**src/rtl/hazard_ctrl.sv**
```systemverilog
// ---------------------------------------------------------------------------
// hazard_ctrl
//
// Pipeline hazard controller. Decides, every cycle, which pipeline banks
// (PC, F/D, D/E, E/M, M/W) hold their contents and which load a bubble.
// Decisions are purely combinational from the current inputs and the
// registered controller state, so the banks act on them at the very next
// rising edge.
//
// Ports
//   clk, global_rst             clock and synchronous active-high reset
//   read_reg_1_FD/read_reg_2_FD decode-stage source register numbers
//   uses_reg_1_FD/uses_reg_2_FD decode instruction really reads that source
//   write_reg_sel_DE            execute-stage destination register
//   reg_write_en_DE             execute instruction writes a register
//   mem_enable_DE               execute instruction accesses data memory
//   mem_write_en_DE             execute instruction is a store
//   branch_taken_EX             execute redirects the PC this edge
//   imem_stall, dmem_stall      memory not ready
//   dump_MW                     halt instruction in writeback
//   freeze_*                    hold the corresponding register
//   clr_*                       load all-zero bubble into the bank
//   hazard_state                00 RUN, 01 DISCARD, 10 HALT
//   stall_count                 saturating count of stalled fetch cycles
//   flush_count                 saturating count of applied branch flushes
// ---------------------------------------------------------------------------
module hazard_ctrl (
    input  logic        clk,
    input  logic        global_rst,
    input  logic [2:0]  read_reg_1_FD,
    input  logic [2:0]  read_reg_2_FD,
    input  logic        uses_reg_1_FD,
    input  logic        uses_reg_2_FD,
    input  logic [2:0]  write_reg_sel_DE,
    input  logic        reg_write_en_DE,
    input  logic        mem_enable_DE,
    input  logic        mem_write_en_DE,
    input  logic        branch_taken_EX,
    input  logic        imem_stall,
    input  logic        dmem_stall,
    input  logic        dump_MW,
    output logic        freeze_PC,
    output logic        freeze_FD,
    output logic        freeze_DE,
    output logic        freeze_EM,
    output logic        clr_FD,
    output logic        clr_DE,
    output logic        clr_EM,
    output logic        clr_MW,
    output logic [1:0]  hazard_state,
    output logic [15:0] stall_count,
    output logic [15:0] flush_count
);

    typedef enum logic [1:0] {
        RUN     = 2'b00,
        DISCARD = 2'b01,
        HALT    = 2'b10
    } state_t;

    state_t state;
    state_t next_state;
    logic   load_use;
    logic   flush_applied;

    // A load in execute whose destination feeds a source the decode
    // instruction actually reads cannot be forwarded in time.
    always_comb begin
        load_use = mem_enable_DE && !mem_write_en_DE && reg_write_en_DE &&
                   ((uses_reg_1_FD && (read_reg_1_FD == write_reg_sel_DE)) ||
                    (uses_reg_2_FD && (read_reg_2_FD == write_reg_sel_DE)));
    end

    // Priority-ordered hazard decisions. In DISCARD the F/D bank is bubbled
    // whenever it is allowed to load, including the cycle the stale fetch
    // finally returns; during a dmem stall F/D is frozen instead, so the
    // bubble is deferred until the stall releases.
    always_comb begin
        freeze_PC     = 1'b0;
        freeze_FD     = 1'b0;
        freeze_DE     = 1'b0;
        freeze_EM     = 1'b0;
        clr_FD        = 1'b0;
        clr_DE        = 1'b0;
        clr_EM        = 1'b0;
        clr_MW        = 1'b0;
        flush_applied = 1'b0;

        if (global_rst) begin
            // everything released while in reset
        end else if (state == HALT) begin
            freeze_PC = 1'b1;
            clr_FD    = 1'b1;
        end else if (dmem_stall) begin
            freeze_PC = 1'b1;
            freeze_FD = 1'b1;
            freeze_DE = 1'b1;
            freeze_EM = 1'b1;
            clr_MW    = 1'b1;
        end else begin
            if (branch_taken_EX) begin
                clr_FD        = 1'b1;
                clr_DE        = 1'b1;
                flush_applied = 1'b1;
            end else if (load_use) begin
                freeze_PC = 1'b1;
                freeze_FD = 1'b1;
                clr_DE    = 1'b1;
            end else if (imem_stall) begin
                freeze_PC = 1'b1;
                clr_FD    = 1'b1;
            end

            if (state == DISCARD) begin
                clr_FD = 1'b1;
            end
        end
    end

    // Next-state logic. A redirect while the fetch is still outstanding
    // means the instruction eventually returned belongs to the old path, so
    // DISCARD remembers to drop it. Halt waits for any dmem stall to clear.
    always_comb begin
        next_state = state;
        if (dump_MW && !dmem_stall) begin
            next_state = HALT;
        end else begin
            case (state)
                RUN: begin
                    if (branch_taken_EX && imem_stall && !dmem_stall) begin
                        next_state = DISCARD;
                    end
                end
                DISCARD: begin
                    if (!imem_stall && !dmem_stall) begin
                        next_state = RUN;
                    end
                end
                HALT:    next_state = HALT;
                default: next_state = RUN;
            endcase
        end
    end

    // State register.
    always_ff @(posedge clk) begin
        if (global_rst) begin
            state <= RUN;
        end else begin
            state <= next_state;
        end
    end

    // Saturating performance counters; frozen while halted.
    always_ff @(posedge clk) begin
        if (global_rst) begin
            stall_count <= 16'h0000;
            flush_count <= 16'h0000;
        end else begin
            if (freeze_PC && (state != HALT) && (stall_count != 16'hFFFF)) begin
                stall_count <= stall_count + 16'h0001;
            end
            if (flush_applied && (flush_count != 16'hFFFF)) begin
                flush_count <= flush_count + 16'h0001;
            end
        end
    end

    assign hazard_state = state;

endmodule

```
**config.mk**
```make
export PLATFORM = sky130hd
export DESIGN_NAME = hazard_ctrl
export DESIGN_NICKNAME = d
export VERILOG_FILES = /design/src/rtl/hazard_ctrl.sv
export SDC_FILE = /design/constraint.sdc
export NUM_CORES = 1
export LEC_CHECK = 0
export CORE_MARGIN = 5
export CORE_UTILIZATION = 40
export DETAILED_ROUTE_END_ITERATION = 8
export GPL_ROUTABILITY_DRIVEN = 0
export HOLD_SLACK_MARGIN = 0.02
export PLACE_DENSITY_LB_ADDON = 0.12
export SLEW_MARGIN = 20
export SYNTH_ARGS = -nofsm -noshare
export SYNTH_HDL_FRONTEND = slang
export SYNTH_SLANG_ARGS = --single-unit
```
**constraint.sdc**
```tcl
create_clock -name clk -period 6.1 [get_ports clk]
set_clock_uncertainty 0.2 [all_clocks]
set_input_delay 1.22 -clock clk [delete_from_list [all_inputs] [get_ports clk]]
set_output_delay 1.22 -clock clk [all_outputs]
set_load 0.03 [all_outputs]
```
==> metrics.md <==
| Metric | Value |
|---|---|
| Die span in y | just under 80 um |
| Initial antenna violation count | 0 |
| Largest net degree at the start of global routing | 31 |
| Critical Path End Type | output pin |
| Yosys cell types | 41 |
| Total die area | roughly 6000 um^2 |
| GR Util met3 | 0.0445 |
| Clock share of power | 0.345 |
| Tot Pwr | 0.444 mW |
| Int Power | about 0.33 mW |
| Switch Pwr | roughly 0.11 mW |
| Pleak | about 0.81 nW |
| Status | finished clean |
| Max-Cap Viols | 0 |
| Diode count | 0 |
| Final net count | roughly 300 |
| CTS Buffer Depth | 2 |
| Max IR drop VDD | slightly below 100 uV |
| R2R Setup Slk | between 3 and 4 ns |
| Warnings from Yosys | 0 |
| Placeable Area | 4380 um^2 |
| Vias in the first global route | about 1700 |
| Post-CTS sizing | 0 |
| Req. time, crit path | approximately 4.7 ns |
| Routed WL | 4510 um |
| Synth Register Bits | 34 |
| Total setup buffers inserted after CTS | 0 |
| GR Overflow Total | 0 |
| Dpl hpwl | 3360 um |
| Post-synth EDFFs | 0 |
| Worst Path Max Fanout | 5 |
| Cells after synthesis | about 220 |
| Global-route usage over all layers | 0.151 |
| Clock slew at reported path FFs | 0.06 ns |
| Die X | 77.3 um |
| Ys async rst share | 0 |
| Sequential Power Share | 0.512 |
| Area leader, netlist | dfxtp_1 |
| Area contributors post-synth | dfxtp_1 (38%), a21oi_1 (5.8%), xnor2_1 (4.8%) |
| FP Rows | 24 |
| Drt via density | between 5 and 6 |
| H-tree levels | 2 |
| Startpoint class of the critical path | input pin |
| Final min period | between 4 and 5 ns |
| Pwr Density | around 180 nW/um^2 |
| Met1 Usage GRT | 0.189 |
| Worst setup endpoint | clr_FD |
| Area growth from synthesis to layout | 38.3% |
| Met2 GRT Util | 0.247 |
| Post-route ant nets | 0 |
| Final Setup Violations | 0 |
| Worst Setup SP | write_reg_sel_DE[0] |
| Global-route wire length before repair | around 7600 um |
| Mapped Area | 1810 um^2 |
| Vias | about 1800 |
| Starting Density | 0.414 |
| Final setup TNS | 0 ns |
| WL/cell | ~14 um |
| Post-Syn Area per Cell | roughly 8.3 um^2 |
| Main synth FF type | dfxtp_1 |
| Root buf cell | clkbuf_8 |
| GRT busiest layer | met2 |
| Layout cells sized above 1 | 0.0582 |
| Relative slew slack | 0.404 |
| Post-synth top area share | 0.375 |
| RSZ-0062 raised after global routing | no |
| Critical path class | input pin to output pin |
| Boundary Pins | a little over 60 |
| Remaining DRCs | 0 |
| Register area share after synthesis | 0.375 |
| Final Hold Fails | 0 |
| Worst hold start | hazard_state[1]$_SDFFE_PP0P_ |
| Switching share of total power | 0.255 |
| Post-CTS Hold Fix Bufs | 0 |
| Worst slew pin tran | between 0.8 and 0.9 ns |
| Number of buffers created by CTS | 5 |
| # fillers | 420 |
| Worst min-delay path category | flip-flop to flip-flop |
| Final Cycle Share | 0.794 |
| Reg2Reg Depth | 7 |
| Worst skew pair latency | between 0.2 and 0.3 ns |
| PortBufs | 60 |
| DR iter-0 viols | just under 90 |
| FF-to-FF End | stall_count[11]$_SDFFE_PP0P_ |
| Slew Limit Fails | 0 |
| Worst R2R Start | hazard_state[0]$_SDFFE_PP0P_ |
| TritonCTS Sinks | 34 |
| Post-synth net total | 240 |
| Combinational group share of total power | 0.144 |
| Drt pass-1 iters | 4 |
| CTS tree | yes |
| Max Clk Rate | a little over 200 MHz |
| Crit path arrival time | 3.42 ns |
placed cells by master (no fill, tap or decap), types with 5 or more instances in the layout:
cell	count
or4_1	7
o21ai_0	7
nand4_1	7
nor2_1	15
dfxtp_1	34
clkdlybuf4s50_1	60
clkbuf_8	5
xor2_1	5
or3_1	11
inv_1	6
xnor2_1	10
nand3_1	13
and3_1	6
o31ai_1	9
nand2_1	12
a21oi_1	21
cell type report:
cell class / instances / area (um^2) / area share
multi-input cells: 166 / 1040 / 0.417
repair buffers: 62 / 616 / 0.246
well taps: 52 / 65.1 / 0.0259
inverters: 6 / 22.5 / 0.00898
clock inverters: 2 / 10.0 / 0.00399
clock buffers: 5 / 68.8 / 0.0274
flip-flops and latches: 34 / 681 / 0.271
cells by family (layout without fill, tap and decap cells):
kind of cell / Yosys count / after routing / synth area share
compound gates: 53 / 53 / 0.185
xor+xnor: 15 / 15 / 0.0725
fa+ha+maj: 2 / 2 / 0.0138
buf+inv: 18 / 75 / 0.0511
flops: 34 / 34 / 0.375
mux: 3 / 3 / 0.0166
other cells: 1 / 1 / 0.00207
simple gates: 92 / 92 / 0.284
through the flow:
step	hold WS, ns	area [um^2]	instances	setup WS [ns]	util
4_1_cts	0.301	2510	327	1.25	0.572
3_3_place_gp	0.281	2430	320	1.32	0.554
2_1_floorplan	0.410	1810	218	1.94	-
3_5_place_dp	0.293	2430	320	1.25	0.554
6_report	0.297	2510	327	1.26	0.572
5_1_grt	0.331	2510	327	1.09	0.572
cells in the mapped netlist, types with 2 or more instances:
library cell,number
a21oi_1,21
inv_1,6
or4_1,7
dfxtp_1,34
xnor2_1,10
buf_2,2
nand2b_1,4
o311ai_1,2
xor2_1,5
or3_1,11
nor2b_1,2
and3_1,6
buf_4,4
o21ai_0,7
mux2i_1,3
nor2_1,15
o31ai_1,10
o211ai_1,2
o21ai_1,4
nor3_1,4
nand4_1,7
clkbuf_1,5
and2_1,3
nand2_1,12
ha_1,2
nand3_1,13
and4_1,3
critical path: stages:
cell,delay (ns)
clkdlybuf4s50_1,0.51
xnor2_1,0.13
nand4_1,0.13
a211oi_2,0.43
nand2b_1,0.16
a31o_2,0.15
a21oi_1,0.06
clkdlybuf4s50_1,0.63
flip-flops by register name, summed over array words and instances (netlist names):
signal and count:
flush_count 16, stall_count 16, hazard_state 2
how the worst min path moves through the flow:
stage | endpoint | slack [ns] | cells past startpoint
final | hazard_state[0]$_SDFFE_PP0P_ | 0.30 | 1
after global routing | stall_count[4]$_SDFFE_PP0P_ | 0.33 | 1
after CTS | stall_count[4]$_SDFFE_PP0P_ | 0.30 | 1
after detailed placement | stall_count[4]$_SDFFE_PP0P_ | 0.29 | 1
after global placement | stall_count[4]$_SDFFE_PP0P_ | 0.28 | 1
after floorplan | stall_count[11]$_SDFFE_PP0P_ | 0.41 | 2
metal layers:
layer	up-vias	wire, um
met5	-	0
met4	0	43
met3	4	211
met2	40	2200
met1	814	2050
li1	911	-
power by group through the flow:
stage          registers, mW  logic [mW]  clock network (mW)
2_1_floorplan          0.236      0.0332                   0
3_3_place_gp           0.232      0.0635                   0
3_5_place_dp           0.232      0.0641                   0
4_1_cts                0.227      0.0644               0.161
5_1_grt                0.227      0.0686               0.170
6_report               0.227      0.0637               0.153
Note: power is estimated with default switching activity, not from simulation.
==> RTL change (same flow settings) <==
Make the reset (`global_rst`) asynchronous in 2 clocked blocks. Comments in the files are not updated.
--- a/src/rtl/hazard_ctrl.sv
+++ b/src/rtl/hazard_ctrl.sv
@@ -143,7 +143,7 @@
     end
 
     // State register.
-    always_ff @(posedge clk) begin
+    always_ff @(posedge clk or posedge global_rst) begin
         if (global_rst) begin
             state <= RUN;
         end else begin
@@ -152,7 +152,7 @@
     end
 
     // Saturating performance counters; frozen while halted.
-    always_ff @(posedge clk) begin
+    always_ff @(posedge clk or posedge global_rst) begin
         if (global_rst) begin
             stall_count <= 16'h0000;
             flush_count <= 16'h0000;
Function: differs if global_rst is asserted again (counterexample within 4 cycles, from zero or initial values and one cycle with global_rst high); with global_rst held inactive, the same outputs for 10 cycles.
==> RTL change against the original RTL <==
- first-iteration DRC count decreased by 15%
- global-route usage decreased by 1.4 points
- area after synthesis unchanged
- register-to-register slack improved by 70 ps
- sequential cell count unchanged
- worst setup slack improved by 91 ps
- total power increased by 20%
- count of clock-buffer cells in the layout increased by 2
- worst hold slack got worse by 5.9 ps
- non-clock buffer count unchanged
- routed wire length decreased by 12%
- design area increased by 1.6%
- combinational power increased by 71%
==> RTL change: results (changes against the original RTL) <==
Run status:
- The flow ran to the end, and the final reports show no timing, DRC or antenna violations.

Yosys:
- Counting instances in the post-synthesis netlist gives the leading cell types as dfrtp_1, xnor2_1, nor2_1.
- The most used flip-flop cell after synthesis is dfrtp_1.
- The share of the synthesized area in the top cell type came to 46.9% (+9.4 points).
- The gate count after technology mapping came to 180 (-17%).
- The complex-gate fraction of the synthesized area is 6.00% (-12 points).
- The share of synthesized registers carrying an async set or reset is 100% (+100 points).
- The share of the synthesized netlist area taken by xor and xnor gates is 16.4% (+9.2 points).
- The portion of netlist area occupied by mux cells is 1.24% (-0.41 points).
- The net count of the mapped netlist came to 202 (-16%).
- Ranked by total cell area, the synthesized netlist is headed by dfrtp_1, xnor2_1, xor2_1.
- The count of unique library cells instantiated by Yosys is 33 (-20%).
- The fraction of the yosys area taken by sequential cells is 46.9% (+9.4 points).

Place:
- The placed instance count is 288 (-10%).
- The pre-CTS setup slack was 1330 ps (+74.5 ps).
- The placed cell area is 0.00246 mm² (+1.2%).

Finish:
- The layout cell share with drive strength beyond 1 is 6.15% (+0.33 points).
- The clock tree buffer count of the final layout is 7 (+2).
- The fraction of cell area in non-clock buffers is 24.2% (-0.40 points).
- The footprint of the multi-input gates is 903 µm² (-14%).
- The flip-flop and latch count is 34 (unchanged).
- The share of cell area taken by flip-flops and latches came to 33.4% (+6.2 points).
- The layout net count came to 265 (-11%).
- The layout multi-input combinational cell count came to 134 (-19%).
- The clock buffer and inverter area fraction after layout came to 3.58% (+0.44 points).
- The non-filler instance count after layout is 296 (-9.5%).
- The fraction of area in multi-input gates is 35.4% (-6.2 points).
- The count of filler cells inserted in the layout is 398 (-5.2%).

Detailed routing:
- The highest layer touched by signal routing is met4.
- The met1 wire length is 1810 µm (-12%).
- The routed length per instance is 13.4 µm (-2.5%).
- The count of routing violations after the opening detailed-route iteration is 75 (-15%).
- The routed length on met3 is 321 µm (+52%).
- The average via count per standard cell is 5.03 (-7.0%).

Power and ir drop:
- The internal power component is 0.381 mW (+15%).
- The worst IR drop on VDD came to 119 µV (+20%).
- The share of total power in combinational logic is 20.4% (+6.0 points).
- The power share of the clock group was 32.0% (-2.5 points).
- The proportion of total power due to net switching is 28.7% (+3.2 points).

STA:
- The max-slew headroom at the worst pin was 61.8% (+21 points).

Global routing:
- The wire length of the first global-routing pass is 6840 µm (-9.4%).
- The global-route met2 utilization came to 21.4% (-3.4 points).
- The initial antenna violation count is 0 (unchanged).
- The number of global-route vias before repair is 1505 (-9.8%).
- The met1 track demand over resource in global routing is 17.5% (-1.4 points).
- The aggregate global-route resource usage is 13.8% (-1.4 points).

Worst setup path:
- The maximum fanout along the worst path is 6 (+1).
RTL change: changes by cell type after synthesis, sizes merged, moves of 6 or more:
| cell | change |
|---|---|
| dfxtp | -34 |
| or3 | -11 |
| or4 | -6 |
| a21oi | -16 |
| o21ai | -9 |
| o31ai | -9 |
| xor2 | +11 |
| xnor2 | +8 |
| dfrtp | +34 |
RTL change: path summary, 6_finish.rpt:
kind,cells after the start,start,to,slack [ps]
setup reg to reg,5,flush_count[4],flush_count[1],3820
hold / removal,1,flush_count[15],flush_count[15],290
hold reg to reg,1,flush_count[15],flush_count[15],290
setup / recovery,7,write_reg_sel_DE[1],freeze_PC,1350
max in group asynchronous,3,global_rst,flush_count[14],3910
min in group asynchronous,2,global_rst,flush_count[1],1150
RTL change: critical path: stages:
cell             delay (ps)
clkdlybuf4s50_1         510
xnor2_1                 120
nand4_1                 160
a211oi_4                380
o21bai_1                100
a21oi_1                 150
clkdlybuf4s50_1         690
